===== config.mk =====
export PLATFORM = sky130hd
export DESIGN_NAME = seq_hit_logger
export DESIGN_NICKNAME = d
export VERILOG_FILES = /design/src/rtl/seq_det_pkg.sv /design/src/rtl/hit_ts_fifo.sv /design/src/rtl/seq_hit_logger.sv
export SDC_FILE = /design/constraint.sdc
export NUM_CORES = 1
export LEC_CHECK = 0
export CAP_MARGIN = 10
export CORE_MARGIN = 3
export CORE_UTILIZATION = 63
export CTS_CLUSTER_DIAMETER = 50
export DETAILED_ROUTE_END_ITERATION = 6
export PLACE_DENSITY_LB_ADDON = 0.3
export SLEW_MARGIN = 0
export SYNTH_ARGS = -nofsm -noshare
export SYNTH_HDL_FRONTEND = slang
export SYNTH_SLANG_ARGS = --single-unit

===== constraint.sdc =====
create_clock -name clk -period 6.1 [get_ports clk]
set_clock_uncertainty 0.2 [all_clocks]
set_input_delay 1.22 -clock clk [delete_from_list [all_inputs] [get_ports clk]]
set_output_delay 1.22 -clock clk [all_outputs]
set_load 0.01 [all_outputs]

===== src/rtl/seq_det_pkg.sv =====
`default_nettype none
// ============================================================================
// Module   : seq_det_pkg
// Brief    : Shared constants and stamp type for the sequence-detector slice.
// Revision : 1.0 - initial release
// ============================================================================
package seq_det_pkg;

    localparam int TS_W_DEF  = 16;
    localparam int DEPTH_DEF = 4;
    localparam int CNT_W_DEF = 8;

    typedef logic [TS_W_DEF-1:0] stamp_t;

endpackage
`default_nettype wire


===== src/rtl/hit_ts_fifo.sv =====
`default_nettype none
// ============================================================================
// Module   : hit_ts_fifo
// Brief    : Small synchronous FIFO with registered head output and flush.
// Revision : 1.0 - initial release
// ============================================================================
module hit_ts_fifo #(
    parameter int W     = 16,
    parameter int DEPTH = 4
) (
    input  logic                     clk,
    input  logic                     rst,
    input  logic                     flush,
    input  logic                     push,
    input  logic                     pop,
    input  logic [W-1:0]             din,
    output logic [W-1:0]             dout,
    output logic [$clog2(DEPTH):0]   level,
    output logic                     full,
    output logic                     empty
);

    localparam int                   c_aw       = $clog2(DEPTH);
    localparam logic [c_aw:0]        c_lvl_full = (c_aw+1)'(DEPTH);
    localparam logic [c_aw:0]        c_lvl_one  = (c_aw+1)'(1);

    logic [W-1:0]    r_mem [DEPTH];
    logic [W-1:0]    r_dout;
    logic [c_aw-1:0] r_rptr;
    logic [c_aw-1:0] r_wptr;
    logic [c_aw-1:0] w_rptr_nxt;
    logic [c_aw:0]   r_level;
    logic            w_do_push;
    logic            w_do_pop;

    assign empty      = (r_level == '0);
    assign full       = (r_level == c_lvl_full);
    assign w_do_pop   = pop & ~empty;
    // A full FIFO still accepts a write when the head leaves in the same cycle.
    assign w_do_push  = push & (~full | w_do_pop);
    assign w_rptr_nxt = r_rptr + 1'b1;
    assign dout       = r_dout;
    assign level      = r_level;

    always_ff @(posedge clk) begin
        if (w_do_push) begin
            r_mem[r_wptr] <= din;
        end
    end

    always_ff @(posedge clk or negedge rst) begin
        if (!rst) begin
            r_rptr  <= '0;
            r_wptr  <= '0;
            r_level <= '0;
            r_dout  <= '0;
        end else if (flush) begin
            r_rptr  <= '0;
            r_wptr  <= '0;
            r_level <= '0;
        end else begin
            if (w_do_push) begin
                r_wptr <= r_wptr + 1'b1;
            end
            if (w_do_pop) begin
                r_rptr <= w_rptr_nxt;
            end
            case ({w_do_push, w_do_pop})
                2'b10:   r_level <= r_level + 1'b1;
                2'b01:   r_level <= r_level - 1'b1;
                default: r_level <= r_level;
            endcase
            // Head register: next stored entry, or the incoming word if it becomes the head.
            if (w_do_pop && (r_level > c_lvl_one)) begin
                r_dout <= r_mem[w_rptr_nxt];
            end else if (w_do_push && (empty || (w_do_pop && r_level == c_lvl_one))) begin
                r_dout <= din;
            end
        end
    end

endmodule
`default_nettype wire


===== src/rtl/seq_hit_logger.sv =====
`default_nettype none
// ============================================================================
// Module   : seq_hit_logger
// Brief    : Timestamps qualified detector hits, buffers them, counts them.
// Revision : 1.0 - initial release
// ============================================================================
module seq_hit_logger
    import seq_det_pkg::*;
#(
    parameter int TS_W  = TS_W_DEF,
    parameter int DEPTH = DEPTH_DEF,
    parameter int CNT_W = CNT_W_DEF
) (
    input  logic                     clk,
    input  logic                     rst,
    input  logic                     bit_en,
    input  logic                     hit_i,
    input  logic                     clr,
    output logic [TS_W-1:0]          ts_data,
    output logic                     ts_valid,
    input  logic                     ts_ready,
    output logic [$clog2(DEPTH):0]   level,
    output logic [CNT_W-1:0]         hit_count,
    output logic                     overflow
);

    localparam logic [CNT_W-1:0] c_cnt_max = '1;

    logic [TS_W-1:0]  r_bidx;
    logic [CNT_W-1:0] r_hit_count;
    logic             r_overflow;
    logic             w_hit;
    logic             w_push;
    logic             w_pop;
    logic             w_full;
    logic             w_empty;

    assign w_hit  = hit_i & bit_en;
    // Clear wins over anything else arriving in the same cycle.
    assign w_push = w_hit & ~clr;
    assign w_pop  = ts_ready & ~clr;

    hit_ts_fifo #(
        .W     (TS_W),
        .DEPTH (DEPTH)
    ) u_fifo (
        .clk   (clk),
        .rst   (rst),
        .flush (clr),
        .push  (w_push),
        .pop   (w_pop),
        .din   (r_bidx),
        .dout  (ts_data),
        .level (level),
        .full  (w_full),
        .empty (w_empty)
    );

    always_ff @(posedge clk or negedge rst) begin
        if (!rst) begin
            r_bidx      <= '0;
            r_hit_count <= '0;
            r_overflow  <= 1'b0;
        end else if (clr) begin
            r_bidx      <= '0;
            r_hit_count <= '0;
            r_overflow  <= 1'b0;
        end else begin
            if (bit_en) begin
                r_bidx <= r_bidx + 1'b1;
            end
            if (w_hit && (r_hit_count != c_cnt_max)) begin
                r_hit_count <= r_hit_count + 1'b1;
            end
            // Full implies non-empty, so ts_ready alone means a slot frees up.
            if (w_hit && w_full && !ts_ready) begin
                r_overflow <= 1'b1;
            end
        end
    end

    assign ts_valid  = ~w_empty;
    assign hit_count = r_hit_count;
    assign overflow  = r_overflow;

endmodule
`default_nettype wire


* Word level (Yosys, flattened, before mapping) *
Memories as Yosys holds them, arrays and structs flattened.
Index checks and enable logic that the tools add are counted.

operators by class
  $add $sub $neg = 6
  $lt $le $gt $ge = 1
  equality and inequality tests = 5
  mux-type cells = 16
  bitwise operators = 9
  reduce and logical (&&, ||, !) cells = 17

operator list
  cell                   number
  $mux 16                4
  $add 16x1->16 const B  1
  $mux 8                 2
  $reduce_bool 2->1      6
  $add 8x1->8 const B    1
  $mux 2                 4
  $ne 8x8->1 const B     1
  $logic_and 1x1->1      6
  $pmux 3 s2             1
  $and 1x1->1            5
  $add 2x1->2 const B    2
  $mux 1                 4
  $add 3x1->3 const B    1
  $eq 3x1->1 const B     1
  $eq 3x3->1 const B     1
  $gt 3x1->1 const B     1
  $logic_not 3->1        1
  $mux 3                 1
  $not 1->1              3
  $reduce_bool 3->1      1
  $sub 3x1->3 const B    1
  $eq 2x1->1 const B     1
  $eq 2x2->1 const B     1
  $reduce_and 2->1       1
  3 further kinds        3

storage, ports and cells
  register bits = 48
  bits in writable memories = 64
  bits of input ports = 6
  memories kept = 1

memories
  memory        depth  bits a word  read ports  clocked after Yosys merged registers in  wr ports  RTL line           source
  u_fifo.r_mem  4      16           1           0                                        1         hit_ts_fifo.sv:27  logic [W-1:0] r_mem [DEPTH];

* Longest topological paths before layout *
Gate-level depths: netlist of run 1.

  depth in word-level cells = 8
  mapped depth = 7
  gate-level depth less buffers = 7

* Modules after synthesis *
Synthesis of run 1 repeated with hierarchy kept, for this count alone.

second synthesis, totals
  cells, all modules = 370
  area, all modules = 4983.5 um2

by module, submodules not included
  module          times used  cells an instance  area an instance (um2)  sequential area each (um2)
  hit_ts_fifo     1           237                3707.3                  2497.4
  seq_hit_logger  1           133                1276.2                  625.6

* Worst setup path after synthesis of run 1 *
Ideal clock, no wire load.

  kind = input port to flip-flop
  start = input ts_ready
  end = memory u_fifo.r_mem[0][0], enable pin
  library setup time = 0.374 ns
  data arrival time = 2.210 ns
  data required time = 5.526 ns
  slack = 3.316 ns
  stages = 4
  cells stage by stage = and3b_4 nor3_4 buf_6 and2_1

between the ends
  cells in the longest elaborated chain, start to end = 6

RTL lines
  element                       RTL line              source
  from (decl)                   seq_hit_logger.sv:21  input logic ts_ready,
  $and 1x1->1                   seq_hit_logger.sv:41  assign w_pop = ts_ready & ~clr;
  $and 1x1->1                   hit_ts_fifo.sv:38     assign w_do_pop = pop & ~empty;
  $or 1x1->1                    hit_ts_fifo.sv:40     assign w_do_push = push & (~full | w_do_pop);
  $and 1x1->1                   hit_ts_fifo.sv:40
  $mux 1                        hit_ts_fifo.sv:46     if (w_do_push) begin
  $mux 1 (not written as such)  hit_ts_fifo.sv:47     r_mem[r_wptr] <= din;
  to (decl)                     hit_ts_fifo.sv:27

Every way passes these cells.

* Final worst setup path of run 1 *
  start = register u_fifo.r_level[1], in the netlist u_fifo.level[1]
  end = output ts_valid

between the ends
  cells in the longest elaborated chain, start to end = 2

RTL lines
  element                 RTL line              source
  from (decl)             hit_ts_fifo.sv:32     logic [c_aw:0] r_level;
  from (signal assigned)  hit_ts_fifo.sv:69     2'b10: r_level <= r_level + 1'b1;
  from (signal assigned)  hit_ts_fifo.sv:70     2'b01: r_level <= r_level - 1'b1;
  from (signal assigned)  hit_ts_fifo.sv:71     default: r_level <= r_level;
  $logic_not 3->1         hit_ts_fifo.sv:36     assign empty = (r_level == '0);
  $not 1->1               seq_hit_logger.sv:82  assign ts_valid = ~w_empty;
  to (decl)               seq_hit_logger.sv:20  output logic ts_valid,

Every way passes these cells.

==> metrics.yaml, run 1 <==
outcome:
  outcome: "finished, final reports clean"
detailed_routing:
  wl_per_cell_um: 20.4
  via_per_inst: 6.15
  detail_route.drc_violations: 0
  detail_route.first_pass.iterations: 5
  ant_nets: 0
  detailroute.via_count: 2803
  totalWireLength_um: 9280
  first_iter_violations: 218
synthesis:
  ys_async_sr_fraction: 0.429
  synth_fa_ha_area_frac: 0.0258
  synthDistinctLibCells: 44
  syn_avg_cell_area_um2: 15.2
  yosys-top-cells-area: "sky130_fd_sc_hd__edfxtp_1, sky130_fd_sc_hd__dfrtp_1, sky130_fd_sc_hd__mux4_2, sky130_fd_sc_hd__o221a_1, sky130_fd_sc_hd__ha_1"
  syn-num-nets: 335
  synth_xor_area_frac: 0.0372
  syn-instance-count: 319
  largest_family_of_logic_cells_by_synthesized_area: "simple AND/OR/NAND/NOR gates"
  synth_simple_gate_area_share: 0.113
  synth_compound_gate_area_share: 0.0703
  ys.warnings.count: 0
  yosys-mux-area-fraction: 0.0848
  synth_area_mm2: 0.00484
  synth-edff-count: 64
  post-synth-top-area-cell: "sky130_fd_sc_hd__edfxtp_1"
  ys.flop_type: "sky130_fd_sc_hd__edfxtp_1"
  yosysSeqAreaShare: 0.645
  yosys_register_bits: 112
  yosysTopAreaCellShare: 0.397
die:
  fp.dieArea_mm2: 0.00877
  initial_core_util: 0.657
  die_h_um: 93.7
  io-pin-count: 35
  fp.coreArea_mm2: 0.00737
  fp-row-count: 31
  chipWidth_um: 93.7
critical_path:
  cp-startpoint: "u_fifo.level[1]$_DFFE_PN0P_"
  crit_path_max_incr_delay_ns: 0.51
  timing.critical_path.slowest_stage_cell: "sky130_fd_sc_hd__clkdlybuf4s50_1"
  cp_endpoint_kind: "output pin"
  cpLargestDelayFamily: "buffers and inverters"
  r2r_slack_ns: 3.28
  rr_startpoint: "u_fifo.level[1]$_DFFE_PN0P_"
  worst_setup_path_start_kind: "flip-flop"
  critical_path_buf_inv_count: 3
  timing.critical_path.cells: "inv_1, ha_1, nor2b_1, inv_1, clkdlybuf4s50_1"
  timing_worst_setup_path_type: "flip-flop to output pin"
  cp_data_arrival_time_ns: 2.14
  critical_path_peak_fanout: 7
  required_time_at_the_worst_slack_endpoint_ns: 4.68
  worst_path_most_repeated_cell: "sky130_fd_sc_hd__inv_1"
pwr:
  power_density_over_the_cells_mw_per_mm2: 345
  power.leakage_nw: 1.95
  design_power_total_mw: 1.87
  vdd.ir_drop.worst_mv: 0.241
cts:
  clkLatencyLatePin_ns: 0.37
  htreeDepth: 3
  clock-sinks: 112
  post_cts.resized_instances: 0
  cts_hold_repair.buffers: 0
  post_cts_buffers: 0
  cts-buffers-inserted: 9
  cts.reportedPaths.clkPinSlew_ns: 0.10
  root_buffer: "sky130_fd_sc_hd__clkbuf_8"
  clk_path_buf_depth: 2
  tritoncts: "built"
sta:
  post-route-period-util: 0.584
  slew_headroom: 0.261
  rsz0062_at_grt: "no"
  fin_worst_hold_slack_ns: 0.317
  final.setup.tns_ns: 0
  layout_setup_ws_ns: 2.54
  finalHoldViolations: 0
  slew_viol_final: 0
  period_needed_ns: 3.56
  max_clock_freq_mhz: 281
  tightest_slew_ns: 1.11
  setup_viol_count_final: 0
finish:
  layout_commonest_cell: "sky130_fd_sc_hd__edfxtp_1"
  final.fill_count: 473
  finalNetCount: 368
  area.sequential_mm2: 0.00312
  area_growth_pct: 12.0
  insertedDiodeCount: 0
  multiInputGateArea_mm2: 0.00161
  final_cell_mix: "sky130_fd_sc_hd__edfxtp_1, sky130_fd_sc_hd__dfrtp_1, sky130_fd_sc_hd__clkdlybuf4s50_1, sky130_fd_sc_hd__nor2_1"
  post_route_cells_drive_above_1_share: 0.112
  non_filler_cells_in_the_finished_layout: 456
global_routing:
  grt_max_degree: 49
  use_met1: 0.318
  grt_usage: 0.232
  globalRoute.totalOverflow: 0
  grt_pass1_vias: 2833
  global_route_met3_usage: 0.0361
  grt_first_pass_wirelength_um: 15000
  global_route.usage.met2: 0.381
  grt_busiest_layer: "met2"
  antenna_found_initial: 0
placement:
  place.detailed.instances: 440
  place.port_buffers: 34
  dp.final_hpwl_um: 6020
  gp_routability_congestion: 0.870
  place_worst_setup_slack_ns: 2.28
min_path:
  min-delay-start: "overflow$_DFFE_PN0P_"
  min-delay-path-class: "flip-flop to flip-flop"
run:
  max-cap-violations: 0
-- cells by family (layout without fill, tap and decap cells) --
group	count (synthesis)	in the layout
xor gates and xnor gates	19	19
muxes	21	21
AOI/OAI and AO/OA	41	41
and+or+nand+nor	95	95
buffers and inverters	21	59
DFF	112	112
adders and majority gates	10	10
-- path summary, 6_finish.rpt --
check | endpoint | cells past startpoint
worst max-delay path | ts_valid | 5
worst min register to register | overflow$_DFFE_PN0P_ | 2
worst min-delay path | overflow$_DFFE_PN0P_ | 2
min in group asynchronous | u_fifo.dout[14]$_DFFE_PN0P_ | 1
worst max register to register | u_fifo.r_mem[3][10]$_DFFE_PP_ | 5
max in group asynchronous | r_bidx[11]$_DFFE_PN0P_ | 1
-- sequential cells by signal (all words and copies together) (netlist names) --
| signal | flops |
|---|---|
| hit_count | 8 |
| overflow | 1 |
| r_bidx | 16 |
| u_fifo.dout | 16 |
| u_fifo.level | 3 |
| u_fifo.r_mem | 64 |
| u_fifo.r_rptr | 2 |
| u_fifo.r_wptr | 2 |
-- power breakdown --
group | switching, mW | leakage [nW] | internal, mW
Combinational | 0.193 | 0.662 | 0.282
Sequential | 0.0858 | 1.20 | 0.873
Clock | 0.245 | 0.0929 | 0.192
Total | 0.524 | 1.95 | 1.35
-- through the flow --
stage                     area [um2]   util
after global placement          5230  0.710
after floorplan                 4840      -
after detailed placement        5230  0.710
after global routing            5420  0.736
final                           5420  0.736
after CTS                       5420  0.736
-- routing by layer --
layer / up-vias / wire, um
li1: 1273 / -
met1: 1413 / 3870
met2: 106 / 4760
met3: 11 / 486
met4: 0 / 167
met5: - / 0
-- area by class of cell --
| cell class | instances | area share |
|---|---|---|
| clock buffer | 10 | 0.0235 |
| clock inverter | 6 | 0.0125 |
| tap | 99 | 0.0228 |
| sequential | 112 | 0.576 |
| timing repair buffer | 36 | 0.0646 |
| multi-input combinational | 186 | 0.296 |
| inverter | 7 | 0.00484 |
-- worst reg2reg max path: stages, from the launching register on --
cell and delay, ns:
sky130_fd_sc_hd__dfrtp_1 0.46, sky130_fd_sc_hd__inv_1 0.11, sky130_fd_sc_hd__ha_1 0.24, sky130_fd_sc_hd__and3b_4 0.23
sky130_fd_sc_hd__nor3_4 0.43, sky130_fd_sc_hd__and2_1 0.78
-- Yosys cell counts, types with 3 or more instances --
cell type	number
sky130_fd_sc_hd__xnor2_1	6
sky130_fd_sc_hd__and2_1	4
sky130_fd_sc_hd__dfrtp_1	48
sky130_fd_sc_hd__buf_4	4
sky130_fd_sc_hd__nand3_1	7
sky130_fd_sc_hd__xor2_1	12
sky130_fd_sc_hd__edfxtp_1	64
sky130_fd_sc_hd__ha_1	10
sky130_fd_sc_hd__or2b_1	3
sky130_fd_sc_hd__mux2i_1	5
sky130_fd_sc_hd__buf_2	3
sky130_fd_sc_hd__nor2b_1	4
sky130_fd_sc_hd__nand2b_1	15
sky130_fd_sc_hd__or3_1	4
sky130_fd_sc_hd__o211ai_1	3
sky130_fd_sc_hd__clkbuf_1	5
sky130_fd_sc_hd__and3_1	4
sky130_fd_sc_hd__o221a_1	16
sky130_fd_sc_hd__mux4_2	16
sky130_fd_sc_hd__nand2_1	9
sky130_fd_sc_hd__a21oi_1	6
sky130_fd_sc_hd__inv_1	7
sky130_fd_sc_hd__and4_1	3
sky130_fd_sc_hd__nor2_1	25
sky130_fd_sc_hd__o21ai_0	6
sky130_fd_sc_hd__nand4_1	8
(Power assumes the default switching activity.)
==> run 2: changes to the inputs <==
CORE_UTILIZATION = 52   (was 63)
clock period = 3 ns   (was 6.1 ns; I/O delays follow)
==> run 2 against run 1 <==
Against the previous run:
- die area grew 20%
- routed wire length shrank 3.9%
- cell count grew 3.9%
- sequential share of layout area shrank 1.4 points
- clock power grew 96%
==> metrics.yaml, run 2 (synthesis gave the netlist of run 1 again) <==
outcome:
  outcome: "finished, final reports clean"
pwr:
  power_density_over_the_cells_mw_per_mm2: 679  # +97%
  power.internal_mw: 2.74  # +100%
  netSwitchingPower_mw: 1.04  # +99%
  design_power_total_mw: 3.78  # +100%
  vdd.ir_drop.worst_mv: 0.432  # +79%
  power.leakage_nw: 2.02  # +3.4%
  sw_frac_of_total: 0.276  # -0.00398
  combinational_cell_fraction_of_total_power: 0.259  # +0.005
  clock_power_share: 0.226  # -0.008
  pwr-share-seq: 0.514  # about the same
sta:
  slew_headroom: 0.423  # +0.162
  tightest_slew_ns: 0.866  # -0.243 ns
  fin_worst_hold_slack_ns: 0.118  # -0.199 ns
  post-route-period-util: 0.955
  finalHoldViolations: 0  # unchanged
  slew_viol_final: 0  # unchanged
  layout_setup_ws_ns: 0.134  # -2.40 ns
  max_clock_freq_mhz: 349
  setup_viol_count_final: 0  # unchanged
  final.setup.tns_ns: 0  # unchanged
  period_needed_ns: 2.87
critical_path:
  timing_worst_setup_path_type: "flip-flop to output pin"
  required_time_at_the_worst_slack_endpoint_ns: 2.20  # -2.48 ns
  critical_path_peak_fanout: 6  # -1
  r2r_slack_ns: 0.80  # -2.48 ns
  worst_setup_path_start_kind: "flip-flop"
  cp_data_arrival_time_ns: 2.07  # -0.07 ns
  rr_startpoint: "u_fifo.level[0]$_DFFE_PN0P_"
  timing.critical_path.cells: "inv_1, ha_1, nor2b_2, inv_1, clkdlybuf4s50_1"
  crit_path_max_incr_delay_ns: 0.57  # +0.06 ns
  cp_endpoint_kind: "output pin"
  critical_path_buf_inv_count: 3  # unchanged
  worst_path_most_repeated_cell: "sky130_fd_sc_hd__inv_1"
  cp-startpoint: "u_fifo.level[0]$_DFFE_PN0P_"
  cpLargestDelayFamily: "buffers and inverters"
  timing.critical_path.slowest_stage_cell: "sky130_fd_sc_hd__clkdlybuf4s50_1"
finish:
  area.sequential_mm2: 0.00312  # about the same
  largest_register_ffs: 64  # unchanged
  finalCoreUtilization: 0.626  # -0.110
  area_growth_pct: 15.0
  finish.instance_area_mm2: 0.00557  # +2.6%
  layout_commonest_cell: "sky130_fd_sc_hd__edfxtp_1"
  multiInputGateArea_mm2: 0.00161  # +0.16%
  finalNetCount: 377  # +2.4%
  non_filler_cells_in_the_finished_layout: 474  # +3.9%
  regMostFlops: "u_fifo.r_mem"
  post_route_cells_drive_above_1_share: 0.142  # +0.0300
  final.fill_count: 688  # +45%
  final_cell_mix: "sky130_fd_sc_hd__edfxtp_1, sky130_fd_sc_hd__dfrtp_1, sky130_fd_sc_hd__clkdlybuf4s50_1, sky130_fd_sc_hd__nor2_1"
  insertedDiodeCount: 0  # unchanged
placement:
  place.detailed.instances: 458  # +4.1%
  place_worst_setup_slack_ns: 0.326  # -1.96 ns
  postPlaceCellArea_mm2: 0.00537  # +2.7%
  gp_routability_congestion: 0.853  # -2.0%
  dp.final_hpwl_um: 5680  # -5.7%
  place.port_buffers: 34  # unchanged
detailed_routing:
  via_per_inst: 5.88  # -4.4%
  first_iter_violations: 155  # -29%
  detail_route.drc_violations: 0  # unchanged
  ant_nets: 0  # unchanged
  detail_route.first_pass.iterations: 4  # -1
  detailroute.via_count: 2786  # -0.61%
  totalWireLength_um: 8920  # -3.9%
  wl_per_cell_um: 18.8  # -7.5%
die:
  io-pin-count: 35  # unchanged
  fp.coreArea_mm2: 0.00889  # +21%
  initial_core_util: 0.544  # -0.112
  fp.dieArea_mm2: 0.0105  # +20%
  fp-row-count: 34  # +9.7%
  die_h_um: 102  # +9.4%
  chipWidth_um: 102  # +9.4%
global_routing:
  grt_first_pass_wirelength_um: 14700  # -1.7%
  grt_max_degree: 49  # unchanged
  antenna_found_initial: 0  # unchanged
  globalRoute.totalOverflow: 0  # unchanged
  grt_pass1_vias: 2782  # -1.8%
  grt_usage: 0.188  # -0.0441
min_path:
  min-delay-path-class: "input pin to asynchronous set/reset pin"
cts:
  tritoncts: "built"
  clk_path_buf_depth: 2  # unchanged
  root_buffer: "sky130_fd_sc_hd__clkbuf_8"
  cts-buffers-inserted: 9  # unchanged
  clock-sinks: 112  # unchanged
  htreeDepth: 3  # unchanged
  cts_hold_repair.buffers: 0  # unchanged
  clkLatencyLatePin_ns: 0.37  # about the same
  cts.reportedPaths.clkPinSlew_ns: 0.10  # about the same
run:
  max-cap-violations: 0  # unchanged
run 2: changes by cell type in the layout (fill, tap and decap cells not counted), sizes merged:
cell	previous run	this run
clkbuf	10	12
clkinvlp	2	1
bufinv	1	0
buf	3	12
run 2: layout make-up:
| cell class | count | share of cell area |
|---|---|---|
| Timing Repair Buffer | 45 | 0.0863 |
| Sequential cell | 112 | 0.561 |
| Clock inverter | 4 | 0.00472 |
| Clock buffer | 12 | 0.0297 |
| Multi-Input combinational cell | 186 | 0.289 |
| Inverter | 7 | 0.00472 |
| Tap cell | 108 | 0.0243 |
run 2: repair_timing:
item | CTS | global route
buffers inserted | 0 | 0
endpoints found under the setup margin | 0 | 1
hold endpoints to repair | 0 | 0
resized for setup | 0 | 2
run 2: power by group through the flow:
stage          combinational, mW  clock [mW]  sequential [mW]
2_1_floorplan              0.546           0             1.96
3_3_place_gp               0.971           0             1.98
3_5_place_dp               0.991           0             1.98
4_1_cts                    0.990       0.879             1.95
5_1_grt                     1.07       0.945             1.98
6_report                   0.980       0.856             1.94
run 2: layer usage:
| layer | GRT usage | up-vias | wire, um |
|---|---|---|---|
| li1 | - | 1306 | - |
| met1 | 0.257 | 1413 | 3840 |
| met2 | 0.308 | 59 | 4640 |
| met3 | 0.0410 | 8 | 327 |
| met4 | 0.0484 | 0 | 116 |
| met5 | 0 | - | 0 |
run 2: worst reg2reg max path: stages, from the launching register on:
cell	delay, ns
sky130_fd_sc_hd__dfrtp_1	0.43
sky130_fd_sc_hd__inv_1	0.10
sky130_fd_sc_hd__ha_1	0.26
sky130_fd_sc_hd__and3b_4	0.23
sky130_fd_sc_hd__nor3_4	0.23
sky130_fd_sc_hd__a22o_2	0.44
sky130_fd_sc_hd__o221a_1	0.26
run 2: final timing paths:
path | end | depth (start not counted)
worst max-delay path | ts_valid | 5
max in group asynchronous | u_fifo.level[1]$_DFFE_PN0P_ | 2
min in group clk | overflow$_DFFE_PN0P_ | 2
worst min-delay path | u_fifo.dout[8]$_DFFE_PN0P_ | 2
worst max register to register | u_fifo.dout[9]$_DFFE_PN0P_ | 6
worst min register to register | overflow$_DFFE_PN0P_ | 2
==> run 3: changes to the inputs <==
CELL_PAD_IN_SITES_DETAIL_PLACEMENT = 1   (was unset)
CELL_PAD_IN_SITES_GLOBAL_PLACEMENT = 1   (was unset)
CORE_UTILIZATION = 45   (was 52)
clock period = 3.4 ns   (was 3 ns; I/O delays follow)
==> run 3 against run 2 <==
Against the previous run:
- die area is 15% higher
- via count is 0.83% higher
- sequential cell count stayed put
- cell count is 6.1% higher
- critical path depth stayed put
- routed wire length is 13% higher
- clock-buffer cell count is 2 lower
- worst hold slack better by 0.20 ns
- total power is 13% lower
- register-to-register slack better by 0.08 ns
==> metrics.yaml, run 3 (synthesis gave the netlist of run 1 again) <==
critical_path:
  critical_path_peak_fanout: 7  # +1
  cpLargestDelayFamily: "buffers and inverters"
  crit_path_max_incr_delay_ns: 0.51  # -0.06 ns
  critical_path_buf_inv_count: 3  # unchanged
  timing.critical_path.cells: "inv_1, ha_1, nor2b_1, inv_1, clkdlybuf4s50_1"
  worst_path_most_repeated_cell: "sky130_fd_sc_hd__inv_1"
  cp_data_arrival_time_ns: 2.17  # +0.10 ns
  cp_endpoint_kind: "output pin"
  timing_worst_setup_path_type: "flip-flop to output pin"
  required_time_at_the_worst_slack_endpoint_ns: 2.52  # +0.32 ns
  timing.critical_path.slowest_stage_cell: "sky130_fd_sc_hd__clkdlybuf4s50_1"
  worst_setup_path_start_kind: "flip-flop"
sta:
  setup_viol_count_final: 0  # unchanged
  final.setup.tns_ns: 0  # unchanged
  max_clock_freq_mhz: 328
  period_needed_ns: 3.05
  tightest_slew_ns: 0.972  # +0.106 ns
  slew_viol_final: 0  # unchanged
  rsz0062_at_grt: "no"
  fin_worst_hold_slack_ns: 0.318  # +0.200 ns
  finalHoldViolations: 0  # unchanged
  layout_setup_ws_ns: 0.354  # +0.220 ns
  post-route-period-util: 0.896
  slew_headroom: 0.352  # -0.0707
pwr:
  vdd.ir_drop.worst_mv: 0.355  # -18%
  power_density_over_the_cells_mw_per_mm2: 598  # -12%
  pwr-share-seq: 0.518  # +0.004
  sw_frac_of_total: 0.289  # +0.0134
  combinational_cell_fraction_of_total_power: 0.264  # +0.005
  power.internal_mw: 2.35  # -14%
  clock_power_share: 0.218  # -0.008
  design_power_total_mw: 3.31  # -13%
  netSwitchingPower_uw: 957  # -8.3%
  power.leakage_nw: 1.99  # -1.1%
cts:
  cts_hold_repair.buffers: 1  # +1
  tritoncts: "built"
  cts-buffers-inserted: 9  # unchanged
  root_buffer: "sky130_fd_sc_hd__clkbuf_8"
  clock-sinks: 112  # unchanged
  post_cts_buffers: 0  # unchanged
  clk_path_buf_depth: 2  # unchanged
  htreeDepth: 3  # unchanged
  clkLatencyLatePin_ns: 0.37  # about the same
  post_cts.resized_instances: 0  # unchanged
  cts.reportedPaths.clkPinSlew_ns: 0.10  # about the same
die:
  io-pin-count: 35  # unchanged
  fp.coreArea_mm2: 0.0104  # +17%
  chipWidth_um: 110  # +7.1%
  fp-row-count: 37  # +8.8%
  die_h_um: 110  # +7.1%
  fp.dieArea_mm2: 0.0120  # +15%
  initial_core_util: 0.465  # -0.0797
finish:
  finish.instance_area_mm2: 0.00552  # -0.74%
  multiInputGateArea_mm2: 0.00161  # -0.16%
  layout_commonest_cell: "sky130_fd_sc_hd__edfxtp_1"
  post_route_cells_drive_above_1_share: 0.134  # -0.00856
  insertedDiodeCount: 0  # unchanged
  finalNetCount: 378  # +0.27%
  regMostFlops: "u_fifo.r_mem"
  non_filler_cells_in_the_finished_layout: 503  # +6.1%
  final_cell_mix: "sky130_fd_sc_hd__edfxtp_1, sky130_fd_sc_hd__dfrtp_1, sky130_fd_sc_hd__clkdlybuf4s50_1, sky130_fd_sc_hd__nor2_1"
  area.sequential_mm2: 0.00312  # about the same
  area_growth_pct: 14.1
  final.fill_count: 1013  # +47%
  finalCoreUtilization: 0.530  # -0.0956
  largest_register_ffs: 64  # unchanged
detailed_routing:
  totalWireLength_um: 10100  # +13%
  via_per_inst: 5.58  # -5.0%
  wl_per_cell_um: 20.0  # +6.4%
  ant_nets: 0  # unchanged
  first_iter_violations: 131  # -15%
  detail_route.first_pass.iterations: 4  # unchanged
  detailroute.via_count: 2809  # +0.83%
  detail_route.drc_violations: 0  # unchanged
global_routing:
  globalRoute.totalOverflow: 0  # unchanged
  grt_usage: 0.182  # -0.00519
  antenna_found_initial: 0  # unchanged
  grt_first_pass_wirelength_um: 16300  # +11%
  grt_pass1_vias: 2964  # +6.5%
  grt_max_degree: 22  # -55%
outcome:
  outcome: "finished, final reports clean"
run:
  max-cap-violations: 0  # unchanged
placement:
  place_worst_setup_slack_ns: 0.445  # +0.120 ns
  place.detailed.instances: 486  # +6.1%
  postPlaceCellArea_mm2: 0.00534  # -0.51%
  dp.final_hpwl_um: 6640  # +17%
  gp_routability_congestion: 0.823  # -3.5%
  place.port_buffers: 34  # unchanged
min_path:
  min-delay-path-class: "flip-flop to flip-flop"
==> run 3: cell types whose count changed in the layout (fill, tap and decap cells not counted) <==
cell,previous run,this run
sky130_fd_sc_hd__dfrtp_2,1,0
sky130_fd_sc_hd__nor2b_1,3,4
sky130_fd_sc_hd__clkinv_4,0,2
sky130_fd_sc_hd__dlygate4sd3_1,0,1
sky130_fd_sc_hd__nor2b_2,1,0
sky130_fd_sc_hd__buf_12,5,0
sky130_fd_sc_hd__dfrtp_1,47,48
sky130_fd_sc_hd__buf_4,6,11
sky130_fd_sc_hd__clkbuf_8,12,9
sky130_fd_sc_hd__clkbuf_1,0,1
==> run 3: cell type report <==
cell class / instances / share of cell area
Clock buffer: 10 / 0.0231
Clock inverter: 6 / 0.00793
Inverter: 7 / 0.00476
Multi-Input combinational cell: 186 / 0.291
Sequential cell: 112 / 0.565
Tap cell: 136 / 0.0308
Timing Repair Buffer: 46 / 0.0775
==> run 3: power by group through the flow <==
stage | clock (mW) | sequential, mW | combinational [mW]
6_report | 0.721 | 1.71 | 0.871
5_1_grt | 0.801 | 1.74 | 0.958
4_1_cts | 0.744 | 1.72 | 0.888
3_5_place_dp | 0 | 1.75 | 0.884
3_3_place_gp | 0 | 1.74 | 0.858
2_1_floorplan | 0 | 1.73 | 0.482
==> run 3: path summary, 6_finish.rpt <==
path / endpoint / cells past startpoint / slack [ns] / startpoint
max in group asynchronous: r_bidx[10]$_DFFE_PN0P_ / 3 / 1.84 / rst
min: overflow$_DFFE_PN0P_ / 2 / 0.32 / overflow$_DFFE_PN0P_
max: ts_valid / 5 / 0.35 / u_fifo.level[1]$_DFFE_PN0P_
min reg2reg: overflow$_DFFE_PN0P_ / 2 / 0.32 / overflow$_DFFE_PN0P_
min in group asynchronous: u_fifo.dout[2]$_DFFE_PN0P_ / 2 / 0.52 / rst
max reg2reg: u_fifo.dout[12]$_DFFE_PN0P_ / 6 / 0.88 / u_fifo.level[1]$_DFFE_PN0P_
==> run 3: worst reg2reg max path: stages, from the launching register on <==
cell,delay [ns]
sky130_fd_sc_hd__dfrtp_1,0.50
sky130_fd_sc_hd__inv_1,0.13
sky130_fd_sc_hd__ha_1,0.25
sky130_fd_sc_hd__and3b_4,0.23
sky130_fd_sc_hd__nor3_4,0.41
sky130_fd_sc_hd__a22o_2,0.50
sky130_fd_sc_hd__o221a_1,0.26
==> run 3: routing by layer <==
layer	GRT usage	wire length (um)	up-vias
li1	-	-	1297
met1	0.240	4500	1463
met2	0.315	5220	39
met3	0.0241	199	10
met4	0.0570	146	0
met5	0	0	-
